[src/rtl/kgp_wb_pkg.sv]
// Shared types and widths for the writeback queue: register/data widths and the queued {reg, data} entry.
package kgp_wb_pkg;

    localparam int REG_W   = 5;
    localparam int DATA_W  = 32;
    localparam int COUNT_W = 3;

    typedef struct packed {
        logic [REG_W-1:0]  regNum;
        logic [DATA_W-1:0] data;
    } wb_entry_t;

    function automatic wb_entry_t makeEntry(input logic [REG_W-1:0] regNum, input logic [DATA_W-1:0] data);
        wb_entry_t e;
        e.regNum = regNum;
        e.data   = data;
        return e;
    endfunction

endpackage

[src/rtl/wb_fifo.sv]
// Circular storage for pending register writes; accepts up to two pushes (A older than B) and one pop per edge.
module wb_fifo
    import kgp_wb_pkg::*;
#(
    parameter int DEPTH = 4,
    localparam int PTR_W = $clog2(DEPTH),
    localparam int OCC_W = PTR_W + 1
) (
    input  logic             Clk,
    input  logic             rst,
    input  logic             pushA,
    input  wb_entry_t        entryA,
    input  logic             pushB,
    input  wb_entry_t        entryB,
    input  logic             pop,
    output wb_entry_t        head,
    output wb_entry_t        slots [DEPTH],
    output logic [PTR_W-1:0] rdPtr,
    output logic [OCC_W-1:0] occupancy
);

    localparam logic [PTR_W-1:0] PTR_ONE = PTR_W'(1);

    wb_entry_t        storage [DEPTH];
    logic [PTR_W-1:0] wrPtr;
    logic [OCC_W-1:0] pushNum;
    logic             popEff;

    // B is only meaningful alongside A, so it always lands in the slot after A
    assign pushNum = OCC_W'(pushA) + OCC_W'(pushA & pushB);
    assign popEff  = pop && (occupancy != '0);

    always_ff @(posedge Clk) begin
        if (pushA) begin
            storage[wrPtr] <= entryA;
        end
        if (pushA && pushB) begin
            storage[wrPtr + PTR_ONE] <= entryB;
        end
    end

    always_ff @(posedge Clk or negedge rst) begin
        if (!rst) begin
            wrPtr     <= '0;
            rdPtr     <= '0;
            occupancy <= '0;
        end else begin
            wrPtr     <= wrPtr + pushNum[PTR_W-1:0];
            rdPtr     <= rdPtr + PTR_W'(popEff);
            occupancy <= occupancy + pushNum - OCC_W'(popEff);
        end
    end

    assign head  = storage[rdPtr];
    assign slots = storage;

endmodule

[src/rtl/wb_queue.sv]
// Writeback queue merging load and ALU results onto one register-file write port.
// Forwarding from pending writes is built only when KGP_WB_FWD_EN is defined.
module wb_queue
    import kgp_wb_pkg::*;
#(
    parameter int DEPTH = 4
) (
    input  logic               Clk,
    input  logic               rst,
    input  logic               mem_valid,
    output logic               mem_ready,
    input  logic [REG_W-1:0]   mem_reg,
    input  logic [DATA_W-1:0]  mem_data,
    input  logic               alu_valid,
    output logic               alu_ready,
    input  logic [REG_W-1:0]   alu_reg,
    input  logic [DATA_W-1:0]  alu_data,
    output logic [REG_W-1:0]   WriteReg,
    output logic [DATA_W-1:0]  WriteData,
    output logic               RegWrite,
    input  logic [REG_W-1:0]   ReadReg1,
    input  logic [REG_W-1:0]   ReadReg2,
    output logic               fwd1_valid,
    output logic [DATA_W-1:0]  fwd1_data,
    output logic               fwd2_valid,
    output logic [DATA_W-1:0]  fwd2_data,
    output logic [COUNT_W-1:0] count
);

    localparam int PTR_W = $clog2(DEPTH);
    localparam int OCC_W = PTR_W + 1;

    if (DEPTH < 2 || (DEPTH & (DEPTH - 1)) != 0 || DEPTH > (1 << COUNT_W) - 1) begin : gDepthCheck
        $error("wb_queue: DEPTH must be a power of two between 2 and 4");
    end

    logic             memAccept;
    logic             aluAccept;
    logic             pushA;
    logic             pushB;
    wb_entry_t        entryA;
    wb_entry_t        entryB;
    wb_entry_t        head;
    wb_entry_t        slots [DEPTH];
    logic [PTR_W-1:0] rdPtr;
    logic [OCC_W-1:0] occupancy;

    // Readiness looks only at registered occupancy so valid never feeds back into ready
    assign mem_ready = occupancy < OCC_W'(DEPTH);
    assign alu_ready = occupancy < OCC_W'(DEPTH - 1);

    assign memAccept = mem_valid && mem_ready;
    assign aluAccept = alu_valid && alu_ready;

    assign pushA  = memAccept || aluAccept;
    assign pushB  = memAccept && aluAccept;
    assign entryA = memAccept ? makeEntry(mem_reg, mem_data) : makeEntry(alu_reg, alu_data);
    assign entryB = makeEntry(alu_reg, alu_data);

    wb_fifo #(
        .DEPTH(DEPTH)
    ) uFifo (
        .Clk       (Clk),
        .rst       (rst),
        .pushA     (pushA),
        .entryA    (entryA),
        .pushB     (pushB),
        .entryB    (entryB),
        .pop       (occupancy != '0),
        .head      (head),
        .slots     (slots),
        .rdPtr     (rdPtr),
        .occupancy (occupancy)
    );

    always_ff @(posedge Clk or negedge rst) begin
        if (!rst) begin
            RegWrite  <= 1'b0;
            WriteReg  <= '0;
            WriteData <= '0;
        end else if (occupancy != '0) begin
            RegWrite  <= 1'b1;
            WriteReg  <= head.regNum;
            WriteData <= head.data;
        end else begin
            RegWrite  <= 1'b0;
        end
    end

    assign count = COUNT_W'(occupancy);

`ifdef KGP_WB_FWD_EN
    logic [REG_W-1:0]  readAddr [2];
    logic              fwdHit   [2];
    logic [DATA_W-1:0] fwdVal   [2];

    assign readAddr[0] = ReadReg1;
    assign readAddr[1] = ReadReg2;

    // Scan oldest to youngest so the last hit wins; the output register is older than every queue entry
    always_comb begin
        for (int p = 0; p < 2; p++) begin
            fwdHit[p] = 1'b0;
            fwdVal[p] = '0;
            if (RegWrite && WriteReg == readAddr[p]) begin
                fwdHit[p] = 1'b1;
                fwdVal[p] = WriteData;
            end
            for (int i = 0; i < DEPTH; i++) begin
                if (OCC_W'(i) < occupancy && slots[rdPtr + PTR_W'(i)].regNum == readAddr[p]) begin
                    fwdHit[p] = 1'b1;
                    fwdVal[p] = slots[rdPtr + PTR_W'(i)].data;
                end
            end
        end
    end

    assign fwd1_valid = rst && fwdHit[0];
    assign fwd1_data  = rst ? fwdVal[0] : '0;
    assign fwd2_valid = rst && fwdHit[1];
    assign fwd2_data  = rst ? fwdVal[1] : '0;
`else
    logic [$bits(wb_entry_t)-1:0] unusedSlotBits;
    logic                         unusedFwd;

    always_comb begin
        unusedSlotBits = '0;
        for (int i = 0; i < DEPTH; i++) begin
            unusedSlotBits = unusedSlotBits ^ slots[i];
        end
    end

    assign unusedFwd  = ^{ReadReg1, ReadReg2, rdPtr, unusedSlotBits};
    assign fwd1_valid = 1'b0;
    assign fwd1_data  = '0;
    assign fwd2_valid = 1'b0;
    assign fwd2_data  = '0;
`endif

endmodule

[config.mk]
export PLATFORM = sky130hd
export DESIGN_NAME = wb_queue
export DESIGN_NICKNAME = d
export VERILOG_FILES = /design/src/rtl/kgp_wb_pkg.sv /design/src/rtl/wb_fifo.sv /design/src/rtl/wb_queue.sv
export SDC_FILE = /design/constraint.sdc
export NUM_CORES = 1
export LEC_CHECK = 0
export CAP_MARGIN = 5
export CORE_ASPECT_RATIO = 0.8
export CORE_UTILIZATION = 35
export DETAILED_ROUTE_END_ITERATION = 7
export HOLD_SLACK_MARGIN = 0.05
export PLACE_DENSITY = 0.55
export SLEW_MARGIN = 20
export SYNTH_ARGS = -nofsm -noshare
export SYNTH_HDL_FRONTEND = slang
export SYNTH_SLANG_ARGS = --single-unit
[constraint.sdc]
create_clock -name Clk -period 2.8 [get_ports Clk]
set_clock_uncertainty 0.05 [all_clocks]
set_input_delay 0.56 -clock Clk [delete_from_list [all_inputs] [get_ports Clk]]
set_output_delay 0.56 -clock Clk [all_outputs]
set_load 0.01 [all_outputs]
== Word level (Yosys, flattened, before mapping) ==
Index checks and enable logic that the tools add are counted.

* Flip-flop bits (word level): 193
* Memory bits (read-only): 0
* Logic and storage cells: 52
* Memory bits (writable): 0
* Memories kept: 0
* Bits in latches: 0
* Output and inout port bits: 109
* Input port bits: 88

* Multiply operators: 0
* Muxes and demuxes: 13
* Order comparisons: 7
* Add/subtract/negate cells: 6
* Reduce and logical (&&, ||, !) cells: 8
* Bitwise gates (word level): 4
* Div/mod/pow operators: 0
* Eq/ne operators: 0
* Shifts and indexed selects: 0

{| class="wikitable"
|+ Operator list
! cell !! number
|-
| 148-bit bitwise mux || 2
|-
| 148-bit 2-to-1 mux || 2
|-
| 37-bit 2-to-1 mux || 5
|-
| 37-bit demux with 2-bit select || 2
|-
| 37-bit binary-select mux with 2-bit select || 1
|-
| 3-bit >= comparator, second input constant || 3
|-
| 2-bit inverter with 3-bit output || 3
|-
| 1-bit logical AND || 6
|-
| 3-bit by 1-bit less-than comparator with 1-bit output, second input constant || 2
|-
| 1-bit by 3-bit adder with 3-bit output || 1
|-
| 3-bit adder || 1
|-
| 3-bit by 2-bit less-than comparator with 1-bit output, second input constant || 1
|-
| 3-bit less-than comparator, second input constant || 1
|-
| 3-bit nonzero test || 1
|-
| 3-bit by 1-bit subtractor with 3-bit output || 1
|-
| 2-bit by 1-bit adder with 2-bit output || 1
|-
| 2-bit by 1-bit adder with 2-bit output, second input constant || 1
|-
| 2-bit adder || 1
|-
| 1-bit bitwise AND || 1
|-
| 1-bit logical OR || 1
|-
| 1-bit 2-to-1 mux || 1
|}

== Depth between registers and ports, before layout ==
* Depth in word-level cells: 9
* Gate-level depth with buffers: 11
* Mapped depth without buffers: 10

== By module ==
From an unflattened synthesis, not the netlist that was laid out.

* Cells, all modules: 1,082
* Area total of the unflattened synthesis: 9,593.0 µm²

{| class="wikitable"
|+ By module, submodules not included
! module !! seq. area each (µm²) !! instances !! area each (µm²) !! cells each
|-
| wb_fifo || 3,138.0 || 1 || 7,170.6 || 886
|-
| wb_queue || 950.9 || 1 || 2,422.3 || 196
|}

== Worst setup path after synthesis ==
No wires, ideal clock.

* Path kind: reg2reg
* From: register uFifo.occupancy[2]
* To: register uFifo.occupancy[2]
* Setup slack: 0.257 ns
* Required time: 2.670 ns
* Setup time: 0.080 ns
* Path buffers: 2
* Period minus slack after synthesis: 2.543 ns
* Arrival time: 2.413 ns
* Stages on the path, launching flop included: 11
* Cells stage by stage: dfrtp_1 > nor3_1 > buf_2 > buf_2 > inv_1 > ha_1 > inv_1 > ha_1 > fa_1 > xnor2_1 > xnor2_1

* Elaborated cells between the ends (all ways): 11
* Classes of those cells: 3 x add/sub; 2 x order compare; 1 x bitwise; 5 x reduce/logical

{| class="wikitable"
|+ RTL lines
! element !! line !! source
|-
| start: declaration || wb_fifo.sv:19 || <nowiki>output logic [OCC_W-1:0] occupancy</nowiki>
|-
| start signal: assignment || wb_fifo.sv:50 || <nowiki>occupancy <= occupancy + pushNum - OCC_W'(popEff);</nowiki>
|-
| 3-bit nonzero test || wb_queue.sv:69 || <nowiki>.pop (occupancy != '0),</nowiki>
|-
| via uFifo.pop || wb_fifo.sv:15 || <nowiki>input logic pop,</nowiki>
|-
| 3-bit by 1-bit subtractor with 3-bit output || wb_fifo.sv:50 ||
|}

The timed path passes the listed nets, and every way through them passes these cells.
A chain may end at the register's enable or synchronous reset.

== Worst setup path in the final report ==
* From: register uFifo.occupancy[2]
* To: register uFifo.storage, in the netlist uFifo.slots[110]

* Word-level cells in the longest chain between the ends: 7
* Elaborated cells between the ends (all ways): 12
* Classes of those cells: 2 x order compare; 5 x mux; 5 x reduce/logical

{| class="wikitable"
|+ RTL lines
! element !! line !! source
|-
| 3-bit less-than comparator || wb_queue.sv:49 || <nowiki>assign mem_ready = occupancy < OCC_W'(DEPTH);</nowiki>
|-
| 1-bit logical AND || wb_queue.sv:52 || <nowiki>assign memAccept = mem_valid && mem_ready;</nowiki>
|-
| 37-bit 2-to-1 mux || wb_queue.sv:57 || <nowiki>assign entryA = memAccept ? makeEntry(mem_reg, mem_data) : makeEntry(alu_reg, alu_data);</nowiki>
|-
| 148-bit bitwise mux || wb_fifo.sv:35 || <nowiki>storage[wrPtr] <= entryA;</nowiki>
|-
| 148-bit 2-to-1 mux || wb_fifo.sv:34 || <nowiki>if (pushA) begin</nowiki>
|-
| 148-bit bitwise mux || wb_fifo.sv:38 || <nowiki>storage[wrPtr + PTR_ONE] <= entryB;</nowiki>
|-
| 148-bit 2-to-1 mux * || wb_fifo.sv:37 || <nowiki>if (pushA && pushB) begin</nowiki>
|-
| end signal: indexed assignment || wb_fifo.sv:35 ||
|-
| end signal: indexed assignment || wb_fifo.sv:38 ||
|-
| end: declaration || wb_fifo.sv:24 || <nowiki>wb_entry_t storage [DEPTH];</nowiki>
|}

Every way passes the cells marked *; elsewhere a longest branch is shown, timed or not.

==> flow_metrics.tcl <==
set metrics [dict create \
    ios 197 \
    required_ns 3.08 \
    power_density_mw_per_mm2 1230 \
    start_util_pct 35.7 \
    slew_viol_final 0 \
    nFillCells 2583 \
    wl_per_cell_um 20.7 \
    layout_common_cells "mux2i_1 (148), dfxtp_1 (148), a2bb2oi_1 (144)" \
    dp_hpwl_um 16400 \
    cts_tree "built" \
    root_buffer "clkbuf_16" \
    portBuffers 120 \
    end_kind "register" \
    irDropWorstVdd_uv 578 \
    cts_resized 0 \
    layout_min_cycle_time_ns 2.38 \
    maxCapViolCount 0 \
    p_leak_nw 4.57 \
    tightest_slew_ns 0.746 \
    setup_viol 0 \
    die_h_um 151 \
    drt_iter0_drc 282 \
    fmax_mhz 421 \
    layout_setup_ws_ns 0.423 \
    nNetsFinal 982 \
    rows 54 \
    grtUsageTotal_pct 19.3 \
    layout-drive-gt1-share_pct 19.5 \
    grt_setup_unrepaired "false" \
    syn_area_per_cell_um2 12.6 \
    ys_types 32 \
    crit_arrival_ns 2.66 \
    startpoint_type "register" \
    cts_htree_levels 4 \
    yosysSeqAreaShare_pct 42.0 \
    timing.final.crit_share_pct 84.9 \
    grt_pass1_wl_um 40900 \
    grt_overflow 0 \
    drtAntennaViolNets 0 \
    post_cts_buffers 0 \
    routed_wl_um 26200 \
    area_delta_synth_final_pct 21.6 \
    hold_violations 0 \
    fp.dieArea_mm2 0.0285 \
    vias 6468 \
    hp-class "in -> async" \
    setup_tns_ns 0 \
    postCtsHoldBufs 0 \
    antenna_found_initial 0 \
    syn_inst 771 \
    gp_congestion 0.736 \
    fp.dieW_um 188 \
    cts_made_buffers 17 \
    grt_pass1_vias 6694 \
    firstDrtPassIters 4 \
    via_per_inst 5.12 \
    coreArea_mm2 0.0273 \
    synth-warning-count 0 \
    status "finished, final reports clean" \
    clockBufferDepth 2 \
    power_mw 14.6 \
    n_antenna_cell 0 \
    place_ws_ns 0.0935 \
    drc 0 \
    grt_max_degree 38 \
    critPathKind "reg -> reg" \
    clock_sinks 193 \
    cp_max_fo 27 \
    clkSlewWorstSetupHoldPaths_ns 0.07 \
    clk_latency_ns 0.44 \
    syn_area_mm2 0.00973 \
    synth_seq_cells 193 \
    slew_headroom_pct 50.1 \
]
==> Yosys cell counts <==
library cell	count	share of area (%)
mux2i_1	148	15
nand2_1	1	0.039
or3b_1	26	2.3
mux4_2	37	8.6
inv_2	1	0.039
or3b_2	12	1.1
buf_4	83	6.4
xnor2_1	4	0.36
and3b_1	1	0.090
nor2b_1	1	0.064
a21oi_1	1	0.051
buf_2	10	0.51
o2bb2a_1	4	0.41
dfxtp_1	148	30
nor3b_2	2	0.26
clkbuf_1	23	0.89
nor3_1	1	0.051
a2bb2oi_1	144	13
nor3_4	1	0.17
clkbuf_4	1	0.077
conb_1	1	0.039
inv_1	9	0.35
fa_1	1	0.21
ha_1	7	0.90
nand3b_1	2	0.15
buf_12	3	0.62
nand3_1	1	0.051
mux2_2	37	4.3
xor2_1	1	0.090
dfrtp_1	45	12
buf_6	11	1.3
a21boi_2	4	0.46
==> registers in the layout, summed over array words and instances, names as in the netlist <==
register,count
uFifo.slots,148
WriteData,32
WriteReg,5
uFifo.occupancy,3
uFifo.rdPtr,2
uFifo.wrPtr,2
RegWrite,1
==> stage by stage <==
| step | cell area (um^2) | util, % | hold slack, ns | std cells |
|---|---|---|---|---|
| after detailed placement | 11200 | 41.1 | 0.444 | 1231 |
| after global placement | 11200 | 41.1 | 0.438 | 1231 |
| final | 11800 | 43.4 | 0.0569 | 1263 |
| after floorplan | 9980 | - | 0.214 | 836 |
| after CTS | 11800 | 43.4 | 0.0601 | 1263 |
| after global routing | 11800 | 43.4 | 0.0689 | 1263 |
==> area by class of cell <==
type / instances / area (um^2) / area share [%]
well taps: 364 / 455 / 3.85
clock inverters: 13 / 185 / 1.56
clock buffers: 19 / 443 / 3.74
inverters: 10 / 37.5 / 0.317
multi-input cells: 502 / 4950 / 41.8
flip-flops and latches: 193 / 4090 / 34.6
repair buffers: 162 / 1670 / 14.1
==> power by group <==
group / internal (mW) / total, mW / switching [mW]
Sequential: 4.29 / 5.13 / 0.835
Clock: 1.52 / 2.64 / 1.12
Combinational: 3.97 / 6.84 / 2.87
==> metal layers <==
layer / track usage, % / part of all wire, % / vias up
met5: 0 / 0 / -
met4: 3.91 / 0.89 / 0
met3: 3.71 / 4.5 / 12
met2: 32.2 / 48 / 177
met1: 26.2 / 47 / 3246
li1: - / - / 3033
==> worst paths after layout <==
kind / start / to / slack [ns] / cells after the start
max: uFifo.occupancy[2]$_DFF_PN0_ / uFifo.slots[110]$_DFF_P_ / 0.42 / 8
min: rst / WriteData[0]$_DFFE_PN0N_ / 0.06 / 1
max reg2reg: uFifo.occupancy[2]$_DFF_PN0_ / uFifo.slots[110]$_DFF_P_ / 0.42 / 8
min reg2reg: WriteData[1]$_DFFE_PN0N_ / WriteData[1]$_DFFE_PN0N_ / 0.46 / 1
max in group asynchronous: rst / uFifo.rdPtr[0]$_DFF_PN0_ / 1.98 / 2
min in group Clk: WriteData[1]$_DFFE_PN0N_ / WriteData[1]$_DFFE_PN0N_ / 0.46 / 1
==> cell families after synthesis <==
logic type / share of synthesized area [%]
fa+ha+maj: 1.11
mux: 28.1
simple gates: 4.29
flops: 42.0
buf+inv: 10.2
other cells: 0.0385
xor+xnor: 0.450
compound gates: 13.9
==> worst max-delay path: stages (launching register included) <==
cell,delay (ns)
dfrtp_2,0.51
a21oi_1,0.19
nand2_1,0.11
ha_1,0.32
nor3b_4,0.27
buf_4,0.17
buf_12,0.23
mux2i_1,0.20
o2bb2a_1,0.21
No activity file was read; power rests on OpenSTA's default activity.
